==> config.mk <==
export PLATFORM = sky130hd
export DESIGN_NAME = uart_nibble_tx_fifo
export DESIGN_NICKNAME = d
export VERILOG_FILES = /design/src/rtl/uart_nibble_tx_fifo_pkg.sv /design/src/rtl/uart_nibble_tx_fifo_fifo.sv /design/src/rtl/uart_nibble_tx_fifo.sv
export SDC_FILE = /design/constraint.sdc
export NUM_CORES = 1
export LEC_CHECK = 0
export CAP_MARGIN = 0
export CORE_AREA = 2 2 63 88
export DETAILED_ROUTE_END_ITERATION = 6
export DIE_AREA = 0 0 65 90
export PLACE_DENSITY = 0.87
export SYNTH_ARGS = -nofsm -noshare
export SYNTH_HDL_FRONTEND = slang
export SYNTH_SLANG_ARGS = --single-unit
==> constraint.sdc <==
create_clock -name clk -period 7.4 [get_ports clk]
set_input_delay 1.48 -clock clk [delete_from_list [all_inputs] [get_ports clk]]
set_output_delay 1.48 -clock clk [all_outputs]
set_load 0.005 [all_outputs]
==> src/rtl/uart_nibble_tx_fifo_pkg.sv <==
// Shared mode encodings and framer state type for the nibble-loaded UART transmitter.
package uart_tx_pkg;

   localparam logic [1:0] MODE_IDLE     = 2'b00;
   localparam logic [1:0] MODE_LOAD_LSB = 2'b01;
   localparam logic [1:0] MODE_LOAD_MSB = 2'b10;
   localparam logic [1:0] MODE_SEND     = 2'b11;

   typedef enum logic [2:0] {
      ST_IDLE,
      ST_START,
      ST_DATA,
      ST_PARITY,
      ST_STOP
   } tx_state_t;

endpackage

==> src/rtl/uart_nibble_tx_fifo_fifo.sv <==
// Small synchronous FIFO; head entry is visible on o_rdata so a pop can consume it same-cycle.
module tx_byte_fifo #(
   parameter int WIDTH = 8,
   parameter int DEPTH = 4
) (
   input  logic                     clk,
   input  logic                     reset,
   input  logic                     i_push,
   input  logic [WIDTH-1:0]         i_wdata,
   input  logic                     i_pop,
   output logic [WIDTH-1:0]         o_rdata,
   output logic                     o_full,
   output logic                     o_empty,
   output logic [$clog2(DEPTH):0]   o_level
);
   localparam int AW = $clog2(DEPTH);

   logic [WIDTH-1:0] r_mem [DEPTH];
   logic [AW-1:0]    r_wr_ptr;
   logic [AW-1:0]    r_rd_ptr;
   logic [AW:0]      r_count;
   logic             w_do_push;
   logic             w_do_pop;

   assign o_full    = (r_count == (AW+1)'(DEPTH));
   assign o_empty   = (r_count == '0);
   assign o_level   = r_count;
   assign o_rdata   = r_mem[r_rd_ptr];
   assign w_do_push = i_push && !o_full;
   assign w_do_pop  = i_pop && !o_empty;

   always_ff @(posedge clk) begin
      if (w_do_push)
         r_mem[r_wr_ptr] <= i_wdata;
   end

   // Power-of-two depth lets the pointers wrap by natural overflow.
   always_ff @(posedge clk) begin
      if (reset) begin
         r_wr_ptr <= '0;
         r_rd_ptr <= '0;
         r_count  <= '0;
      end else begin
         if (w_do_push)
            r_wr_ptr <= r_wr_ptr + 1'b1;
         if (w_do_pop)
            r_rd_ptr <= r_rd_ptr + 1'b1;
         case ({w_do_push, w_do_pop})
            2'b10:   r_count <= r_count + 1'b1;
            2'b01:   r_count <= r_count - 1'b1;
            default: r_count <= r_count;
         endcase
      end
   end

endmodule

==> src/rtl/uart_nibble_tx_fifo.sv <==
// Nibble-loaded byte FIFO feeding a back-to-back UART framer.
// Define UART_TX_PARITY_EN to insert an even-parity bit after the data bits.
module uart_nibble_tx_fifo
   import uart_tx_pkg::*;
#(
   parameter int DATA_BITS  = 8,
   parameter int BAUD_DIV   = 256,
   parameter int STOP_BITS  = 1,
   parameter int FIFO_DEPTH = 4
) (
   input  logic                          clk,
   input  logic                          reset,
   input  logic [3:0]                    data_pins,
   input  logic [1:0]                    mode,
   output logic                          uart_tx,
   output logic                          busy,
   output logic                          fifo_empty,
   output logic                          fifo_full,
   output logic                          overflow,
   output logic [$clog2(FIFO_DEPTH):0]   fifo_level
);
   localparam int             BW        = (BAUD_DIV > 2) ? $clog2(BAUD_DIV) : 1;
   localparam logic [BW-1:0]  BAUD_MAX  = BW'(BAUD_DIV - 1);
   localparam logic [2:0]     LAST_DATA = 3'(DATA_BITS - 1);
   localparam logic [2:0]     LAST_STOP = 3'(STOP_BITS - 1);

   logic [1:0]           r_mode_q;
   logic [3:0]           r_lsb;
   logic                 r_overflow;
   tx_state_t            r_state;
   tx_state_t            w_state_next;
   logic [BW-1:0]        r_baud_cnt;
   logic [BW-1:0]        w_baud_next;
   logic [2:0]           r_bit_cnt;
   logic [2:0]           w_bit_next;
   logic [DATA_BITS-1:0] r_shift;
   logic [DATA_BITS-1:0] w_shift_next;
`ifdef UART_TX_PARITY_EN
   logic                 r_parity;
   logic                 w_parity_next;
`endif
   logic [7:0]           w_head;
   logic                 w_push_req;
   logic                 w_pop;
   logic                 w_bnd;
   logic                 w_last_stop;

   assign w_push_req  = (mode == MODE_LOAD_MSB) && (r_mode_q != MODE_LOAD_MSB);
   assign w_bnd       = (r_baud_cnt == '0);
   assign w_last_stop = (r_state == ST_STOP) && w_bnd && (r_bit_cnt == LAST_STOP);
   // Popping in the final stop cycle is what makes frames abut with no idle bits.
   assign w_pop       = (mode == MODE_SEND) && !fifo_empty &&
                        ((r_state == ST_IDLE) || w_last_stop);
   assign busy        = (r_state != ST_IDLE);
   assign overflow    = r_overflow;

   tx_byte_fifo #(
      .WIDTH (8),
      .DEPTH (FIFO_DEPTH)
   ) u_fifo (
      .clk     (clk),
      .reset   (reset),
      .i_push  (w_push_req),
      .i_wdata ({data_pins, r_lsb}),
      .i_pop   (w_pop),
      .o_rdata (w_head),
      .o_full  (fifo_full),
      .o_empty (fifo_empty),
      .o_level (fifo_level)
   );

   always_ff @(posedge clk) begin
      if (reset) begin
         r_mode_q   <= MODE_IDLE;
         r_lsb      <= '0;
         r_overflow <= 1'b0;
      end else begin
         r_mode_q <= mode;
         if (mode == MODE_LOAD_LSB)
            r_lsb <= data_pins;
         if (mode == MODE_IDLE)
            r_overflow <= 1'b0;
         else if (w_push_req && fifo_full)
            r_overflow <= 1'b1;
      end
   end

   always_ff @(posedge clk) begin
      if (reset) begin
         r_state    <= ST_IDLE;
         r_baud_cnt <= BAUD_MAX;
         r_bit_cnt  <= '0;
         r_shift    <= '0;
`ifdef UART_TX_PARITY_EN
         r_parity   <= 1'b0;
`endif
      end else begin
         r_state    <= w_state_next;
         r_baud_cnt <= w_baud_next;
         r_bit_cnt  <= w_bit_next;
         r_shift    <= w_shift_next;
`ifdef UART_TX_PARITY_EN
         r_parity   <= w_parity_next;
`endif
      end
   end

   always_comb begin
      w_state_next  = r_state;
      w_baud_next   = w_bnd ? BAUD_MAX : r_baud_cnt - 1'b1;
      w_bit_next    = r_bit_cnt;
      w_shift_next  = r_shift;
`ifdef UART_TX_PARITY_EN
      w_parity_next = r_parity;
`endif
      if (w_pop) begin
         w_state_next  = ST_START;
         w_baud_next   = BAUD_MAX;
         w_bit_next    = '0;
         w_shift_next  = w_head[DATA_BITS-1:0];
`ifdef UART_TX_PARITY_EN
         w_parity_next = ^w_head[DATA_BITS-1:0];
`endif
      end else begin
         case (r_state)
            ST_IDLE: w_baud_next = BAUD_MAX;
            ST_START: if (w_bnd) begin
               w_state_next = ST_DATA;
               w_bit_next   = '0;
            end
            ST_DATA: if (w_bnd) begin
               w_shift_next = r_shift >> 1;
               if (r_bit_cnt == LAST_DATA) begin
`ifdef UART_TX_PARITY_EN
                  w_state_next = ST_PARITY;
`else
                  w_state_next = ST_STOP;
`endif
                  w_bit_next   = '0;
               end else begin
                  w_bit_next = r_bit_cnt + 1'b1;
               end
            end
`ifdef UART_TX_PARITY_EN
            ST_PARITY: if (w_bnd) begin
               w_state_next = ST_STOP;
               w_bit_next   = '0;
            end
`endif
            ST_STOP: if (w_bnd) begin
               if (r_bit_cnt == LAST_STOP)
                  w_state_next = ST_IDLE;
               else
                  w_bit_next = r_bit_cnt + 1'b1;
            end
            default: w_state_next = ST_IDLE;
         endcase
      end
   end

   always_comb begin
      uart_tx = 1'b1;
      case (r_state)
         ST_START:  uart_tx = 1'b0;
         ST_DATA:   uart_tx = r_shift[0];
`ifdef UART_TX_PARITY_EN
         ST_PARITY: uart_tx = r_parity;
`endif
         default:   uart_tx = 1'b1;
      endcase
   end

endmodule

==> impl_metrics.ini <==
[placement]
place_inst = 324
postPlaceCellArea_sq_um = 3320
hpwl_microns = 4010
gp_congestion = 0.769
port_buffers = 15
dp_slack_ns = 3.24

[power]
leakagePower_nw = 1.30
ir_worst_vdd_v = 0.000198
finalPower_mw = 0.804
powerDensity_nw_per_um2 = 228

[synthesis]
syn_area_sq_um = 3120
ys_warn_count = 0
syn_avg_cell_area_sq_um = 12.4
synth_edf_count = 32
async_flop_share_pct = 0
synth_flop_cell = dfxtp_1
ys_seq_elements = 70
netlist_instances = 251
yosysSeqAreaShare_pct = 55.1
ys_types = 51
synth_nets = 269

[setup_path]
r2r_cells = 12
crit_family = buffers and inverters
worst_setup_path_end_kind = flip-flop
cpMaxStageDelayCell = clkdlybuf4s50_1
critPathMaxStageDelay_ns = 0.66
cpMostUsedCell = inv_1
path_cells = clkdlybuf4s50_1 > o311ai_4 > inv_1 > o21ai_4 > inv_4 > ha_1 > inv_1 > fa_1 > xor2_1 > or3_1 > a21oi_1
crit_type = in2reg
r2r-start = r_baud_cnt[0]
reg2reg_slack_ns = 4.39
arrival_ns = 4.09
worstPathMaxFanout = 9
path_buf_inv = 4
critical_path_required_ns = 7.69
r2r-end = u_fifo.o_level[2]
startpoint_type = input port

[clocking]
numCtsBuffers = 9
clockBufferDepth = 2
cts_tree = built
clkLatencyLatePin_ns = 0.35
cts_root_buffer = clkbuf_8
clk_pin_slew_ns = 0.08
cts_sinks = 70
cts-resized-gates = 0
ctsHoldBuffers = 0
h-tree-depth = 3
postCtsSetupBuffers = 0

[grt]
grt_max_degree = 34
grt_pass1_wl_microns = 9230
grt.overflow.total = 0
grt_antenna_before_repair = 0
grtUsageTotal_pct = 21.8
grt_pass1_vias = 1875

[flow_run]
cap_violations = 0

[floorplan]
start_util_pct = 61.5
dieHeight_microns = 90
die_x_microns = 65
ios = 16
coreArea_sq_um = 5080
rows = 31
die_area_sq_um = 5850

[route]
ant_nets = 0
drtIter0Drc = 151
routed-via-count = 1967
routed_wl_microns = 5660
first_pass_iters = 4
avgViaCountPerCell = 5.79
drcViolationCount = 0
wl_per_cell_microns = 16.6

[min_path]
whs_path_depth = 1
min_from = r_baud_cnt[0]
hold_class = reg2reg
min_to = r_baud_cnt[0]

[timing]
slew_headroom_pct = 45.5
layout_setup_ws_ns = 3.60
grt_setup_unrepaired = false
finalCritPeriodShare_pct = 51.4
setup_viol = 0
tns_ns = 0
final_hold_viol_count = 0
skew_ns = 0.00845
finalMaxSlewViolations = 0
fin_crit_ns = 3.80
worst_pin_slew_ns = 0.811
fmax_ghz = 0.263

[finish]
nets = 287
fill_cells = 332
drive_above_1_share_pct = 15.3
antennaDiodeCount = 0
synthToLayoutAreaGrowth_pct = 13.0
final_design_area_no_fill_sq_um = 3530
layoutNonFillerInstCount = 340

[status]
status = finished clean
## cells in the mapped netlist (5+ instances only)
cell       n  area [sq um]
a21oi_1    5          25.0
nand2_1   10          37.5
dfxtp_1   38           761
inv_1     17          63.8
a211oi_1   5          37.5
mux4_2     8           180
mux2i_1   13           130
edfxtp_1  32           961
ha_1       9           113
clkbuf_1   5          18.8
nor2_1    24          90.1
xnor2_1    5          43.8
a221oi_1   7          61.3
nor2b_1    5          31.3
## routing by layer
layer | share of wire (%) | GRT usage, % | up-vias
met2 | 54 | 35.7 | 26
met4 | 2.6 | 11.3 | 0
met1 | 41 | 25.0 | 962
met5 | 0 | 0 | -
met3 | 2.7 | 6.76 | 12
li1 | - | - | 967
## cell type report
cell class	instances	area, sq um	share of cell area, %
clock buffers	9	124	3.51
multi-input cells	154	1290	36.6
inverters	18	70.1	1.99
repair buffers	16	158	4.47
flip-flops and latches	70	1720	48.8
well taps	66	82.6	2.34
clock inverters	7	81.3	2.30
## stage by stage
stage / util [%] / hold WS [ns]
floorplan: - / 0.379
global placement: 65.4 / 0.390
detailed placement: 65.4 / 0.398
CTS: 69.5 / 0.417
global route: 69.5 / 0.432
finish: 69.5 / 0.417
## placed cells by master, fill, tap and decap left out, types with 4 or more instances in the layout
cell              n
a211oi_1          5
a21oi_1           5
a221oi_1          7
and2_1            4
clkbuf_8          9
clkdlybuf4s50_1  15
dfxtp_1          38
edfxtp_1         32
ha_1              9
inv_1            17
mux2i_1          13
mux4_2            8
nand2_1          10
nand2b_1          4
nor2_1           24
nor2b_1           5
nor3_1            4
nor4_1            4
o21ai_0           4
o31ai_1           4
xnor2_1           5
## how the worst max path moves through the flow
stage / from / to / slack, ns / cells past startpoint
2_1_floorplan: mode[1] / u_fifo.o_level[2] / 4.20 / 10
4_1_cts: mode[0] / u_fifo.o_level[2] / 3.62 / 11
5_1_grt: mode[0] / u_fifo.o_level[2] / 3.45 / 11
3_5_place_dp: mode[0] / u_fifo.o_level[2] / 3.24 / 11
6_report: mode[0] / u_fifo.o_level[2] / 3.60 / 11
3_3_place_gp: mode[0] / u_fifo.o_level[2] / 3.37 / 11
## kinds of logic (layout without fill, tap and decap cells)
kind of cell             count (synthesis)  count (layout)  share of synthesized area (%)
flip-flops                              70              70                           55.1
multiplexers                            23              23                           10.7
AND/OR/NAND/NOR                         77              77                           14.2
AO/OA/AOI/OAI                           37              37                           10.3
XOR/XNOR                                 7               7                           1.96
buffers and inverters                   27              50                           3.49
adder cells (fa/ha/maj)                 10              10                           4.25
## power by group
group	leakage [nW]	switching, mW	internal [mW]
sequential	0.598	0.0119	0.416
combinational	0.599	0.0300	0.0305
clock	0.101	0.155	0.160
total	1.30	0.197	0.606
## registers in the layout, indices dropped and copies added (netlist names), named ones only
name and cells:
r_state 3, u_fifo.r_rd_ptr 2, u_fifo.r_wr_ptr 2, u_fifo.o_level 3
r_shift 8, r_lsb 4, r_bit_cnt 3, u_fifo.r_mem 32
r_baud_cnt 8, overflow 1, r_mode_q 2
Power figures use the tool's default switching activity.
